==> src/rtl/dp_pkg.sv <==
// Shared definitions for the dp_group controller and the dp_group/dp_unit tag decoders.
//   - ST_*       : controller state encodings
//   - DP_TAG_*   : dp_in_valid tag encodings ([0]=first/clear accumulator, [1]=last)
package dp_pkg;

    localparam logic [1:0] ST_IDLE  = 2'd0;
    localparam logic [1:0] ST_RUN   = 2'd1;
    localparam logic [1:0] ST_DRAIN = 2'd2;
    localparam logic [1:0] ST_DONE  = 2'd3;

    localparam logic [1:0] DP_TAG_MID   = 2'b00;
    localparam logic [1:0] DP_TAG_FIRST = 2'b01;
    localparam logic [1:0] DP_TAG_LAST  = 2'b10;

endpackage

==> src/rtl/dp_group_ctrl_if.sv <==
// Bundle of job, operand, dp_group and result signals around dp_group_ctrl.
//   slave  : controller view (accepts jobs, consumes operands, drives dp_group)
//   master : environment view (scheduler, operand buffer, result consumer)
// Signals:
//   flush                        soft abort to IDLE
//   job_valid/job_ready/job_k    job request handshake and beat count
//   job_zero                     pulse when a zero-length job was discarded
//   op_valid/op_ready            operand beat handshake
//   dp_enable/dp_in_valid        dp_group enable and first/last tag
//   res_valid/res_ready          result handshake
//   busy, stall_cnt              status and stall performance counter
interface dp_group_ctrl_if #(
    parameter int unsigned KW  = 16,
    parameter int unsigned SCW = 32
) ();

    logic           flush;
    logic           job_valid;
    logic           job_ready;
    logic [KW-1:0]  job_k;
    logic           job_zero;
    logic           op_valid;
    logic           op_ready;
    logic           dp_enable;
    logic [1:0]     dp_in_valid;
    logic           res_valid;
    logic           res_ready;
    logic           busy;
    logic [SCW-1:0] stall_cnt;

    modport slave (
        input  flush, job_valid, job_k, op_valid, res_ready,
        output job_ready, job_zero, op_ready, dp_enable, dp_in_valid,
               res_valid, busy, stall_cnt
    );

    modport master (
        output flush, job_valid, job_k, op_valid, res_ready,
        input  job_ready, job_zero, op_ready, dp_enable, dp_in_valid,
               res_valid, busy, stall_cnt
    );

endinterface

==> src/rtl/dp_group_ctrl.sv <==
// Sequencer for one dp_group dot-product array: accepts a K-beat job, streams K
// operand beats into dp_group with first/last tags, waits DP_LAT cycles for the
// pipeline to settle, then holds a result strobe until accepted.
// Ports:
//   clk    clock
//   reset  synchronous active-high reset
//   bus    dp_group_ctrl_if.slave (job, operand, dp_group, result, status signals)
// job_ready, op_ready, dp_enable and dp_in_valid are combinational from state and
// inputs; res_valid, busy, job_zero and stall_cnt are registered.
module dp_group_ctrl
    import dp_pkg::*;
#(
    parameter int unsigned KW     = 16,
    parameter int unsigned DP_LAT = 3,
    parameter int unsigned SCW    = 32
) (
    input  logic          clk,
    input  logic          reset,
    dp_group_ctrl_if.slave bus
);

    localparam int unsigned DCW = (DP_LAT > 1) ? $clog2(DP_LAT) : 1;
    localparam logic [DCW-1:0] DRAIN_LOAD = DCW'(DP_LAT - 1);

    logic [1:0]     state_q, state_d;
    logic [KW-1:0]  rem_q, rem_d;
    logic           first_q, first_d;
    logic [DCW-1:0] drain_q, drain_d;
    logic           res_valid_q, res_valid_d;
    logic           busy_q, busy_d;
    logic           job_zero_q, job_zero_d;
    logic [SCW-1:0] stall_q, stall_d;

    logic job_ready_c;
    logic op_ready_c;
    logic beat_c;
    logic last_c;
    logic job_hs_c;

    // Handshake-side outputs; flush masks both so nothing is taken in an abort cycle.
    assign job_ready_c = (state_q == ST_IDLE) && !bus.flush;
    assign op_ready_c  = (state_q == ST_RUN) && !bus.flush;
    assign beat_c      = op_ready_c && bus.op_valid;
    assign last_c      = beat_c && (rem_q == KW'(1));
    assign job_hs_c    = job_ready_c && bus.job_valid;

    assign bus.job_ready   = job_ready_c;
    assign bus.op_ready    = op_ready_c;
    assign bus.dp_enable   = beat_c;
    assign bus.dp_in_valid = beat_c ? ((first_q ? DP_TAG_FIRST : DP_TAG_MID) |
                                       (last_c  ? DP_TAG_LAST  : DP_TAG_MID))
                                    : DP_TAG_MID;
    assign bus.res_valid   = res_valid_q;
    assign bus.busy        = busy_q;
    assign bus.job_zero    = job_zero_q;
    assign bus.stall_cnt   = stall_q;

    // Next-state and counter logic
    always_comb begin
        state_d    = state_q;
        rem_d      = rem_q;
        first_d    = first_q;
        drain_d    = drain_q;
        stall_d    = stall_q;
        job_zero_d = 1'b0;

        case (state_q)
            ST_IDLE: begin
                if (job_hs_c) begin
                    if (bus.job_k != '0) begin
                        rem_d   = bus.job_k;
                        first_d = 1'b1;
                        state_d = ST_RUN;
                    end else begin
                        job_zero_d = 1'b1;
                    end
                end
            end
            ST_RUN: begin
                if (op_ready_c && !bus.op_valid && (stall_q != '1)) begin
                    stall_d = stall_q + SCW'(1);
                end
                if (beat_c) begin
                    first_d = 1'b0;
                    rem_d   = rem_q - KW'(1);
                    if (last_c) begin
                        // DRAIN covers DP_LAT-1 cycles so res_valid rises DP_LAT after the last beat
                        drain_d = DRAIN_LOAD;
                        state_d = (DRAIN_LOAD == '0) ? ST_DONE : ST_DRAIN;
                    end
                end
            end
            ST_DRAIN: begin
                drain_d = drain_q - DCW'(1);
                if (drain_q <= DCW'(1)) begin
                    state_d = ST_DONE;
                end
            end
            ST_DONE: begin
                if (bus.res_ready) begin
                    state_d = ST_IDLE;
                end
            end
            default: state_d = ST_IDLE;
        endcase

        // Abort: drop the job, keep the stall statistics
        if (bus.flush) begin
            state_d = ST_IDLE;
            first_d = 1'b0;
            drain_d = '0;
        end
    end

    assign res_valid_d = (state_d == ST_DONE);
    assign busy_d      = (state_d != ST_IDLE);

    // State and output registers
    always_ff @(posedge clk) begin
        if (reset) begin
            state_q     <= ST_IDLE;
            rem_q       <= '0;
            first_q     <= 1'b0;
            drain_q     <= '0;
            res_valid_q <= 1'b0;
            busy_q      <= 1'b0;
            job_zero_q  <= 1'b0;
            stall_q     <= '0;
        end else begin
            state_q     <= state_d;
            rem_q       <= rem_d;
            first_q     <= first_d;
            drain_q     <= drain_d;
            res_valid_q <= res_valid_d;
            busy_q      <= busy_d;
            job_zero_q  <= job_zero_d;
            stall_q     <= stall_d;
        end
    end

endmodule
==> src/flat_wrapper.sv <==
// flat-port wrapper written by rule: the top's interface ports become plain ports
module dp_group_ctrl_flat import dp_pkg::*;
#(
    parameter int unsigned KW     = 16,
    parameter int unsigned DP_LAT = 3,
    parameter int unsigned SCW    = 32
)
  (clk, reset, bus_flush, bus_job_valid, bus_job_k, bus_op_valid, bus_res_ready, bus_job_ready, bus_job_zero, bus_op_ready, bus_dp_enable, bus_dp_in_valid, bus_res_valid, bus_busy, bus_stall_cnt);
  dp_group_ctrl_if #(.KW(KW), .SCW(SCW)) bus_i ();
  input  logic clk;
  input  logic reset;
  input wire logic [$bits(bus_i.flush)-1:0] bus_flush;
  input wire logic [$bits(bus_i.job_valid)-1:0] bus_job_valid;
  input wire logic [$bits(bus_i.job_k)-1:0] bus_job_k;
  input wire logic [$bits(bus_i.op_valid)-1:0] bus_op_valid;
  input wire logic [$bits(bus_i.res_ready)-1:0] bus_res_ready;
  output wire logic [$bits(bus_i.job_ready)-1:0] bus_job_ready;
  output wire logic [$bits(bus_i.job_zero)-1:0] bus_job_zero;
  output wire logic [$bits(bus_i.op_ready)-1:0] bus_op_ready;
  output wire logic [$bits(bus_i.dp_enable)-1:0] bus_dp_enable;
  output wire logic [$bits(bus_i.dp_in_valid)-1:0] bus_dp_in_valid;
  output wire logic [$bits(bus_i.res_valid)-1:0] bus_res_valid;
  output wire logic [$bits(bus_i.busy)-1:0] bus_busy;
  output wire logic [$bits(bus_i.stall_cnt)-1:0] bus_stall_cnt;
  assign bus_i.flush = bus_flush;
  assign bus_i.job_valid = bus_job_valid;
  assign bus_i.job_k = bus_job_k;
  assign bus_i.op_valid = bus_op_valid;
  assign bus_i.res_ready = bus_res_ready;
  assign bus_job_ready = bus_i.job_ready;
  assign bus_job_zero = bus_i.job_zero;
  assign bus_op_ready = bus_i.op_ready;
  assign bus_dp_enable = bus_i.dp_enable;
  assign bus_dp_in_valid = bus_i.dp_in_valid;
  assign bus_res_valid = bus_i.res_valid;
  assign bus_busy = bus_i.busy;
  assign bus_stall_cnt = bus_i.stall_cnt;
  dp_group_ctrl #(.KW(KW), .DP_LAT(DP_LAT), .SCW(SCW)) u_core (.clk(clk), .reset(reset), .bus(bus_i));
endmodule
==> config.mk <==
export PLATFORM = sky130hd
export DESIGN_NAME = dp_group_ctrl_flat
export DESIGN_NICKNAME = d
export VERILOG_FILES = /design/src/rtl/dp_pkg.sv /design/src/rtl/dp_group_ctrl_if.sv /design/src/rtl/dp_group_ctrl.sv /design/src/flat_wrapper.sv
export SDC_FILE = /design/constraint.sdc
export NUM_CORES = 1
export LEC_CHECK = 0
export BUFFER_PORTS_ARGS = -buffer_cell sky130_fd_sc_hd__buf_2
export CAP_MARGIN = 20
export CORE_MARGIN = 4
export CORE_UTILIZATION = 30
export DETAILED_ROUTE_END_ITERATION = 6
export SKIP_LAST_GASP = 1
export SLEW_MARGIN = 0
export SYNTH_ARGS = -nofsm -noshare
export SYNTH_HDL_FRONTEND = slang
export SYNTH_SLANG_ARGS = --single-unit
==> constraint.sdc <==
create_clock -name clk -period 6.6 [get_ports clk]
set_input_delay 1.32 -clock clk [delete_from_list [all_inputs] [get_ports clk]]
set_output_delay 1.32 -clock clk [all_outputs]
set_load 0.005 [all_outputs]
==> metrics, run 1 <==
status=completed; depth of the worst register-to-register path=5; number of pins exceeding their max-slew limit in the final report=0; maximum root-to-sink buffer count=2; H-tree depth=2; most frequent cell on the critical path=sky130_fd_sc_hd__buf_2; most common library cell in the layout ignoring fill and taps=sky130_fd_sc_hd__buf_2; Worst Setup Slack, final=between 2 and 3 ns; drt initial violations=211; clock tree from TritonCTS=done; floorplan row count=36; hold depth=1; GR met1 Demand/Resource=roughly 18%; number of buffers added on ports=between 60 and 70; reg-to-reg slack, setup=3.77 ns; placed cell count=approximately 560; pin count of the biggest net entering global routing=58; number of distinct library cells after synthesis=45; end of the worst register-to-register path=u_core.bus.stall_cnt[30]; Slowest-stage cell, CP=sky130_fd_sc_hd__or3_1; dominant register cell in the synthesized netlist=sky130_fd_sc_hd__dfxtp_1; met3 Use GR=2.75%; crit end category=output port; final count of hold timing violations=0; type of the most critical hold path=flip-flop to flip-flop; arrival time reported for the critical path endpoint=between 2 and 3 ns; count of unresolved DRC violations after routing=0; share of synthesized registers carrying an async set or reset=0%; clock tree root driver cell=sky130_fd_sc_hd__clkbuf_8; top cell family by delay on the critical path=simple AND/OR/NAND/NOR gates; Required @ worst endpoint=about 5.3 ns; initial antenna violation count=0; TritonCTS sink count=56; Total Die Area=between 10000 and 15000 um^2; area of the core=~10000 um^2; number of clock buffers inserted by TritonCTS=5; Buf+Inv Stages, Crit Path=3; Avg Vias per Cell=about 5.3; clock latency at the later pin of the worst-skew pair=approximately 0.31 ns; Setup Total Neg Slack=0 ns; DR pass1 iterations=4; path type of the worst setup path=primary input to output port; total nets after synthesis=around 410; cell area after layout=approximately 3500 um^2; count of maximum capacitance violations=0; unrepaired setup endpoints after global routing=false; wire per inst=approximately 14 um; worst-case vdd ir drop=0.0960 mV; PwrDens=around 180 nW/um^2; width of the chip=approximately 110 um; hold path start=u_core.drain_q[1]; slew margin rel.=between 20% and 30%; Antenna Nets Post-Route=0; total global routing overflow=0; max frequency=256 MHz; wire length of the first global-routing pass=13100 um; count of nets after finishing=461; cell type with the largest total area after synthesis=sky130_fd_sc_hd__dfxtp_1; placed instance area=~3400 um^2; max incr delay on CP=between 0.4 and 0.5 ns; Mapped Area=about 3000 um^2; largest driver fanout on the critical path=5; per-instance average area after synthesis=between 7 and 8 um^2; Syn Inst Count=between 300 and 400; via count=3029; share of Yosys cell area claimed by the top area cell type=between 30 and 40%; total wire length after detailed routing=between 8000 and 9000 um; Least-Margin Pin Slew=1.08 ns; Chip Height=108 um; I/O pins=62; number of standard cells in the final layout excluding fillers=~570; Post-CTS Hold Buffers=0; dpl hpwl=roughly 5800 um; clock transition at the registers of the reported paths=around 0.1 ns; starting utilization of the core area=30.7%; register area share after synthesis=37.3%; share of cells above drive strength 1=a little under a fifth; Endpoint, Worst Hold=u_core.bus.res_valid; minimum setup slack after placement=around 2.7 ns; number of gates resized after CTS=0; combined global-route utilization of all metal layers=a little over an eighth; largest cells by area after synthesis=sky130_fd_sc_hd__dfxtp_1, sky130_fd_sc_hd__a21oi_1, sky130_fd_sc_hd__nor2_1; RD Place Congestion=0.823; commonest non-fill, non-tap cells in the layout=sky130_fd_sc_hd__buf_2, sky130_fd_sc_hd__dfxtp_1, sky130_fd_sc_hd__a21oi_1, sky130_fd_sc_hd__nor2_1, sky130_fd_sc_hd__nand2_1; number of synthesized flops with an enable pin=0; Setup violations, final=0; post-CTS setup buffer count=0; Critical Path, Cell by Cell=buf_2 -> nor3b_1 -> nand2_1 -> or3_1 -> inv_1 -> buf_2; clock period minus final worst setup slack=roughly 4 ns; grt peak-use layer=met2; setup clock skew after layout=between 0.01 and 0.015 ns; met2 Usage GRT=between 20 and 25%; Static Leak=about 1.3 nW; fraction of the cycle the final worst path needs=between 50% and 60%; layout overhead on the synthesized area=16.5%; origin of the critical flop-to-flop path=u_core.state_q[0]; kind of start point of the critical path=primary input; flop and latch count out of synthesis=56; Synthesis Warnings=0; Util after Layout=35.8%; count of antenna diodes in the layout=0; number of global-route vias before repair=between 2000 and 3000
==> per-layer routing <==
layer | part of all wire (%) | up-vias
met5 | 0 | -
met3 | 4.6 | 8
met2 | 48 | 64
met1 | 46 | 1432
li1 | - | 1525
met4 | 1.1 | 0
==> stage by stage <==
step	total power, mW	hold WS, ns
3_3_place_gp	0.426	0.453
6_report	0.645	0.482
3_5_place_dp	0.427	0.464
2_1_floorplan	0.405	0.427
5_1_grt	0.675	0.511
4_1_cts	0.653	0.485
==> final cells by class <==
cell class	count	area (um^2)
inverter	9	33.8
clock buffer	6	72.6
timing repair buffer	63	320
clock inverter	2	35.0
multi-input combinational	300	1750
sequential	56	1120
tap	133	166
fill	1030	6270
==> worst register-to-register path, stage by stage (launching register included) <==
cell and delay, ns:
sky130_fd_sc_hd__dfxtp_1 0.51, sky130_fd_sc_hd__or4b_4 0.55, sky130_fd_sc_hd__or3_1 0.47, sky130_fd_sc_hd__or4_1 0.61
sky130_fd_sc_hd__or4_1 0.46, sky130_fd_sc_hd__a21oi_1 0.15
==> how the worst max path moves through the flow <==
stage,start,end,slack (ns),cells after the start
final,bus_flush,bus_dp_in_valid[1],2.70,6
after global placement,bus_flush,bus_dp_in_valid[1],2.77,6
after CTS,bus_flush,bus_dp_in_valid[1],2.70,6
after detailed placement,bus_flush,bus_dp_in_valid[1],2.71,6
after global routing,bus_flush,bus_dp_in_valid[1],2.59,6
after floorplan,bus_flush,bus_dp_in_valid[1],2.97,4
==> power breakdown <==
group / internal [mW] / switching, mW
clock: 0.113 / 0.112
sequential: 0.344 / 0.00640
combinational: 0.0255 / 0.0438
total: 0.482 / 0.162
==> cells in the mapped netlist (3+ instances only) <==
cell type / number
sky130_fd_sc_hd__nand4_1: 14
sky130_fd_sc_hd__o32ai_1: 3
sky130_fd_sc_hd__a31oi_1: 8
sky130_fd_sc_hd__nor3_1: 12
sky130_fd_sc_hd__o21ai_0: 25
sky130_fd_sc_hd__nand3_1: 16
sky130_fd_sc_hd__o31ai_1: 7
sky130_fd_sc_hd__nor4_1: 11
sky130_fd_sc_hd__inv_1: 9
sky130_fd_sc_hd__a31o_2: 3
sky130_fd_sc_hd__nor2b_1: 3
sky130_fd_sc_hd__xnor2_1: 8
sky130_fd_sc_hd__dfxtp_1: 56
sky130_fd_sc_hd__and4_1: 3
sky130_fd_sc_hd__a21o_1: 5
sky130_fd_sc_hd__or2_2: 5
sky130_fd_sc_hd__a21oi_1: 40
sky130_fd_sc_hd__or4_1: 11
sky130_fd_sc_hd__nor3b_1: 3
sky130_fd_sc_hd__nand2b_1: 10
sky130_fd_sc_hd__and3_1: 4
sky130_fd_sc_hd__or3_1: 15
sky130_fd_sc_hd__nor2_1: 36
sky130_fd_sc_hd__ha_1: 4
sky130_fd_sc_hd__buf_2: 3
sky130_fd_sc_hd__nand2_1: 30
sky130_fd_sc_hd__clkbuf_1: 19
==> cell families (layout without fill, tap and decap cells) <==
logic type               after synthesis  in the layout  synth area share [%]
adder cells (fa/ha/maj)                4              4                  1.67
multiplexers                           4              4                  1.46
flip-flops                            56             56                  37.3
AO/OA/AOI/OAI                        104            104                  20.6
buffers and inverters                 32             80                  4.37
AND/OR/NAND/NOR                      178            178                  31.6
XOR/XNOR                              10             10                  2.91
==> state kept, by name (all words and copies together), names as in the netlist <==
register and count:
u_core.state_q 2, u_core.rem_q 16, u_core.bus.busy 1, u_core.bus.stall_cnt 32
u_core.drain_q 2, u_core.first_q 1, u_core.bus.res_valid 1, u_core.bus.job_zero 1
No activity file was read; power rests on OpenSTA's default activity.
==> run 2: changes to the inputs <==
==> constraint.sdc (replaced) <==
create_clock -name clk -period 3.8 [get_ports clk]
set_input_delay 0.76 -clock clk [delete_from_list [all_inputs] [get_ports clk]]
set_output_delay 0.76 -clock clk [all_outputs]
set_load 0.005 [all_outputs]
==> metrics, run 2 (synthesis gave the netlist of run 1 again) <==
status=completed (unchanged); Switching Share=25.3% (was 25.2%); combined global-route utilization of all metal layers=14.1% (was 13.5%); starting utilization of the core area=30.7% (unchanged); number of standard cells in the final layout excluding fillers=573 (was 569); number of cells on the critical path=6 (unchanged); largest driver fanout on the critical path=10 (was 5); count of antenna diodes in the layout=0 (unchanged); Antenna Nets Post-Route=0 (unchanged); Required @ worst endpoint=4.00 ns (was 5.28 ns); Total Die Area=11700 um^2 (unchanged); total chip power=1.13 mW (was 0.645 mW); unrepaired setup endpoints after global routing=false (unchanged); Static Leak=1.32 nW (was 1.31 nW); worst-case vdd ir drop=0.149 mV (was 0.0960 mV); placed instance area=3420 um^2 (was 3390 um^2); Critical Path, Cell by Cell=buf_2 -> or4b_4 -> or3_1 -> or4_1 -> nor3_1 -> mux2_1 (was buf_2 -> nor3b_1 -> nand2_1 -> or3_1 -> inv_1 -> buf_2); part of the total power dissipated in combinational logic=11.1% (was 10.7%); Endpoint, Worst Hold=u_core.bus.res_valid (unchanged); post-CTS setup buffer count=0 (unchanged); fill cell count=1034 (was 1030); internal power=0.842 mW (was 0.482 mW); setup clock skew after layout=0.00705 ns (was 0.0108 ns); clock transition at the registers of the reported paths=0.10 ns (about the same); Slowest-stage cell, CP=sky130_fd_sc_hd__or4_1 (was sky130_fd_sc_hd__or3_1); max frequency=about 350 MHz; fraction of the cycle the final worst path needs=about three quarters; floorplan row count=36 (unchanged); path type of the worst setup path=primary input to flip-flop (was primary input to output port); number of clock buffers inserted by TritonCTS=5 (unchanged); clock tree from TritonCTS=done (unchanged); PwrDens=319 nW/um^2 (was 184 nW/um^2); slew margin rel.=30.0% (was 28.3%); count of unresolved DRC violations after routing=0 (unchanged); depth of the worst register-to-register path=5 (unchanged); area of the core=9770 um^2 (unchanged); layout overhead on the synthesized area=17.5% (was 16.5%); wire per inst=13.9 um (was 14.3 um); maximum root-to-sink buffer count=2 (unchanged); Critical Path Source=bus_flush (unchanged); dpl hpwl=5640 um (was 5810 um); most common library cell in the layout ignoring fill and taps=sky130_fd_sc_hd__buf_2 (unchanged); number of global-route vias before repair=2772 (was 2749); Chip Height=108 um (unchanged); count of maximum capacitance violations=0 (unchanged); drt initial violations=212 (was 211); RD Place Congestion=0.825 (was 0.823); width of the chip=108 um (unchanged); Avg Vias per Cell=5.27 (was 5.32); Least-Margin Pin Slew=1.05 ns (was 1.08 ns); number of flip-flops in the largest register=32 (unchanged); hold path start=u_core.drain_q[1] (unchanged); register cell area after layout=1120 um^2 (unchanged); clock tree root driver cell=sky130_fd_sc_hd__clkbuf_8 (unchanged); Setup Total Neg Slack=0 ns (unchanged); placed cell count=565 (was 561); initial antenna violation count=0 (unchanged); reg-to-reg slack, setup=1.00 ns (was 3.77 ns); final count of hold timing violations=0 (unchanged); total global routing overflow=0 (unchanged); commonest non-fill, non-tap cells in the layout=sky130_fd_sc_hd__buf_2, sky130_fd_sc_hd__dfxtp_1, sky130_fd_sc_hd__a21oi_1, sky130_fd_sc_hd__nor2_1, sky130_fd_sc_hd__nand2_1 (unchanged); clock group share of total power=34.9% (about the same); clock period minus final worst setup slack=between 2 and 3 ns; I/O pins=62 (unchanged); wire length of the first global-routing pass=13700 um (was 13100 um); max incr delay on CP=0.62 ns (was 0.48 ns); type of the most critical hold path=flip-flop to flip-flop (unchanged); pin count of the biggest net entering global routing=57 (was 58); top cell family by delay on the critical path=simple AND/OR/NAND/NOR gates (unchanged); Util after Layout=36.1% (was 35.8%); total wire length after detailed routing=7960 um (was 8120 um); Buf+Inv Stages, Crit Path=1 (was 3); number of pins exceeding their max-slew limit in the final report=0 (unchanged); number of buffers added on ports=61 (unchanged); sequential share of power=54.0% (was 54.3%); area of the multi-input gates=1750 um^2 (unchanged); kind of start point of the critical path=primary input (unchanged); H-tree depth=2 (unchanged); end of the worst register-to-register path=u_core.bus.stall_cnt[26] (was u_core.bus.stall_cnt[30]); Setup violations, final=0 (unchanged); number of gates resized after CTS=0 (unchanged); crit end category=flip-flop (was output port); TritonCTS sink count=56 (unchanged); count of nets after finishing=465 (was 461); Switch Pwr=0.285 mW (was 0.162 mW); via count=3017 (was 3029); hold depth=1 (unchanged); origin of the critical flop-to-flop path=u_core.state_q[0] (unchanged); cell area after layout=3530 um^2 (was 3500 um^2); share of cells above drive strength 1=19.3% (was 18.6%); Post-CTS Hold Buffers=0 (unchanged); arrival time reported for the critical path endpoint=3.08 ns (was 2.58 ns); clock latency at the later pin of the worst-skew pair=0.31 ns (about the same); DR pass1 iterations=5 (was 4)
==> run 2: metal layers <==
layer,wire length [um],GRT usage (%)
met1,3900,20.5
met3,416,2.63
met4,111,4.06
met5,0,0
met2,3530,21.1
==> run 2: how the worst max path moves through the flow <==
stage / to
2_1_floorplan: u_core.bus.stall_cnt[26]
3_3_place_gp: u_core.bus.stall_cnt[30]
3_5_place_dp: u_core.bus.stall_cnt[26]
4_1_cts: u_core.bus.stall_cnt[26]
5_1_grt: bus_dp_in_valid[1]
6_report: u_core.bus.stall_cnt[26]
==> run 2: stage by stage <==
stage / setup slack [ns] / hold slack [ns]
2_1_floorplan: 0.915 / 0.427
3_5_place_dp: 0.599 / 0.453
5_1_grt: 0.762 / 0.499
3_3_place_gp: 0.651 / 0.460
4_1_cts: 0.928 / 0.476
6_report: 0.920 / 0.475
==> run 2: layout make-up <==
| class | instances | share of cell area (%) |
|---|---|---|
| multi-input combinational | 300 | 49.6 |
| clock buffer | 6 | 2.05 |
| clock inverter | 2 | 0.992 |
| timing repair buffer | 67 | 9.92 |
| inverter | 9 | 0.956 |
| tap | 133 | 4.71 |
| sequential | 56 | 31.7 |
==> run 2: power by group through the flow <==
stage / combinational [mW] / clock (mW) / sequential [mW]
after floorplan: 0.0845 / 0 / 0.618
after global placement: 0.123 / 0 / 0.621
after detailed placement: 0.124 / 0 / 0.622
after CTS: 0.124 / 0.405 / 0.608
after global routing: 0.141 / 0.432 / 0.611
final: 0.125 / 0.394 / 0.609
==> run 3: changes to the inputs <==
==> constraint.sdc (replaced) <==
create_clock -name clk -period 2.75 [get_ports clk]
set_input_delay 0.55 -clock clk [delete_from_list [all_inputs] [get_ports clk]]
set_output_delay 0.55 -clock clk [all_outputs]
set_load 0.005 [all_outputs]
==> metrics, run 3 (synthesis gave the netlist of run 1 again) <==
minimum setup slack after placement=-0.0959 ns (was 0.599 ns); layout overhead on the synthesized area=19.8% (was 17.5%); max frequency=395 MHz; I/O pins=62 (unchanged); kind of start point of the critical path=primary input (unchanged); number of global-route vias before repair=2903 (was 2772); RD Place Congestion=0.841 (was 0.825); Setup violations, final=0 (unchanged); initial antenna violation count=0 (unchanged); register cell area after layout=1120 um^2 (unchanged); total chip power=1.47 mW (was 1.13 mW); Chip Height=108 um (unchanged); slew margin rel.=32.2% (was 30.0%); setup clock skew after layout=0.00465 ns (was 0.00705 ns); commonest non-fill, non-tap cells in the layout=sky130_fd_sc_hd__buf_2, sky130_fd_sc_hd__dfxtp_1, sky130_fd_sc_hd__a21oi_1, sky130_fd_sc_hd__nor2_1, sky130_fd_sc_hd__nand2_1 (unchanged); crit end category=flip-flop (unchanged); drt initial violations=168 (was 212); wire per inst=13.9 um (about the same); count of unresolved DRC violations after routing=0 (unchanged); GR met1 Demand/Resource=19.0% (was 20.5%); starting utilization of the core area=30.7% (unchanged); H-tree depth=2 (unchanged); total global routing overflow=0 (unchanged); number of pins exceeding their max-slew limit in the final report=0 (unchanged); count of nets after finishing=478 (was 465); fill cell count=1065 (was 1034); fraction of the cycle the final worst path needs=92.0%; DR pass1 iterations=4 (was 5); Least-Margin Pin Slew=1.02 ns (was 1.05 ns); clock latency at the later pin of the worst-skew pair=0.30 ns (was 0.31 ns); grt peak-use layer=met2 (unchanged); floorplan row count=36 (unchanged); number of buffers added on ports=61 (unchanged); pin count of the biggest net entering global routing=57 (unchanged); worst-case vdd ir drop=0.209 mV (was 0.149 mV); area of the core=9770 um^2 (unchanged); number of gates resized after CTS=0 (unchanged); count of antenna diodes in the layout=0 (unchanged); Worst Setup Slack, final=0.220 ns (was 0.920 ns); TritonCTS sink count=56 (unchanged); post-CTS setup buffer count=0 (unchanged); Avg Vias per Cell=5.20 (was 5.27); Required @ worst endpoint=2.99 ns (was 4.00 ns); share of cells above drive strength 1=21.5% (was 19.3%); count of maximum capacitance violations=0 (unchanged); clock transition at the registers of the reported paths=0.10 ns (about the same); width of the chip=108 um (unchanged); met2 Usage GRT=23.0% (was 21.1%); placed cell count=578 (was 565); number of flip-flops in the largest register=32 (unchanged); wire length of the first global-routing pass=13600 um (was 13700 um); unrepaired setup endpoints after global routing=false (unchanged); dpl hpwl=5940 um (was 5640 um); area of the multi-input gates=1750 um^2 (unchanged); number of clock buffers inserted by TritonCTS=5 (unchanged); Total Die Area=11700 um^2 (unchanged); clock tree root driver cell=sky130_fd_sc_hd__clkbuf_8 (unchanged); most common library cell in the layout ignoring fill and taps=sky130_fd_sc_hd__buf_2 (unchanged); Post-CTS Hold Buffers=0 (unchanged); met3 Use GR=2.39% (was 2.63%); arrival time reported for the critical path endpoint=2.77 ns (was 3.08 ns); via count=3042 (was 3017); maximum root-to-sink buffer count=2 (unchanged); largest driver fanout on the critical path=10 (unchanged); status=completed (unchanged); final count of hold timing violations=0 (unchanged); combined global-route utilization of all metal layers=13.9% (was 14.1%); Antenna Nets Post-Route=0 (unchanged); number of standard cells in the final layout excluding fillers=585 (was 573); path type of the worst setup path=primary input to flip-flop (unchanged); total wire length after detailed routing=8130 um (was 7960 um); PwrDens=407 nW/um^2 (was 319 nW/um^2); clock tree from TritonCTS=done (unchanged); Static Leak=1.38 nW (was 1.32 nW); type of the most critical hold path=flip-flop to flip-flop (unchanged); clock period minus final worst setup slack=about 2.5 ns
## run 3: changes by cell type in the layout (fill, tap and decap cells not counted), sizes merged
cell    delta
buf       +13
bufinv     -1
## run 3: final cells by class
| cell class | instances | area share (%) |
|---|---|---|
| clock buffers | 6 | 2.02 |
| clock inverters | 1 | 0.139 |
| inverters | 9 | 0.938 |
| multi-input cells | 300 | 48.7 |
| flip-flops and latches | 56 | 31.1 |
| well taps | 133 | 4.62 |
| repair buffers | 80 | 12.4 |
## run 3: per-stage QoR
stage	hold slack, ns	area [um^2]	utilization [%]	setup TNS [ns]
after global placement	0.464	3520	36.0	-0.0288
after CTS	0.483	3600	36.8	0
after floorplan	0.427	3010	-	0
after detailed placement	0.463	3520	36.0	-0.191
final	0.482	3600	36.8	0
after global routing	0.518	3600	36.8	0
## run 3: path summary, 6_finish.rpt
path,endpoint,depth (start not counted),slack [ns],start
setup / recovery,u_core.bus.stall_cnt[30],6,0.22,bus_flush
hold / removal,u_core.rem_q[9],2,0.48,u_core.rem_q[9]
setup reg to reg,u_core.bus.stall_cnt[30],5,0.22,u_core.state_q[1]
hold reg to reg,u_core.rem_q[9],2,0.48,u_core.rem_q[9]
## run 3: power breakdown
group,total [mW],internal (mW),switching [mW],leakage [nW]
Combinational,0.176,0.0711,0.105,0.882
Sequential,0.840,0.825,0.0142,0.453
Clock,0.450,0.175,0.275,0.0410
## run 3: routing by layer
| layer | up-vias | share of wire, % |
|---|---|---|
| met5 | - | 0 |
| met1 | 1409 | 47 |
| met2 | 66 | 46 |
| met4 | 0 | 0.93 |
| li1 | 1561 | - |
| met3 | 6 | 5.2 |
## run 3: worst max-delay path: stages
cell and delay [ns]:
sky130_fd_sc_hd__buf_2 0.11, sky130_fd_sc_hd__or4b_4 0.53, sky130_fd_sc_hd__or3_1 0.38, sky130_fd_sc_hd__or4_1 0.58, sky130_fd_sc_hd__or4_1 0.45, sky130_fd_sc_hd__a21oi_1 0.16
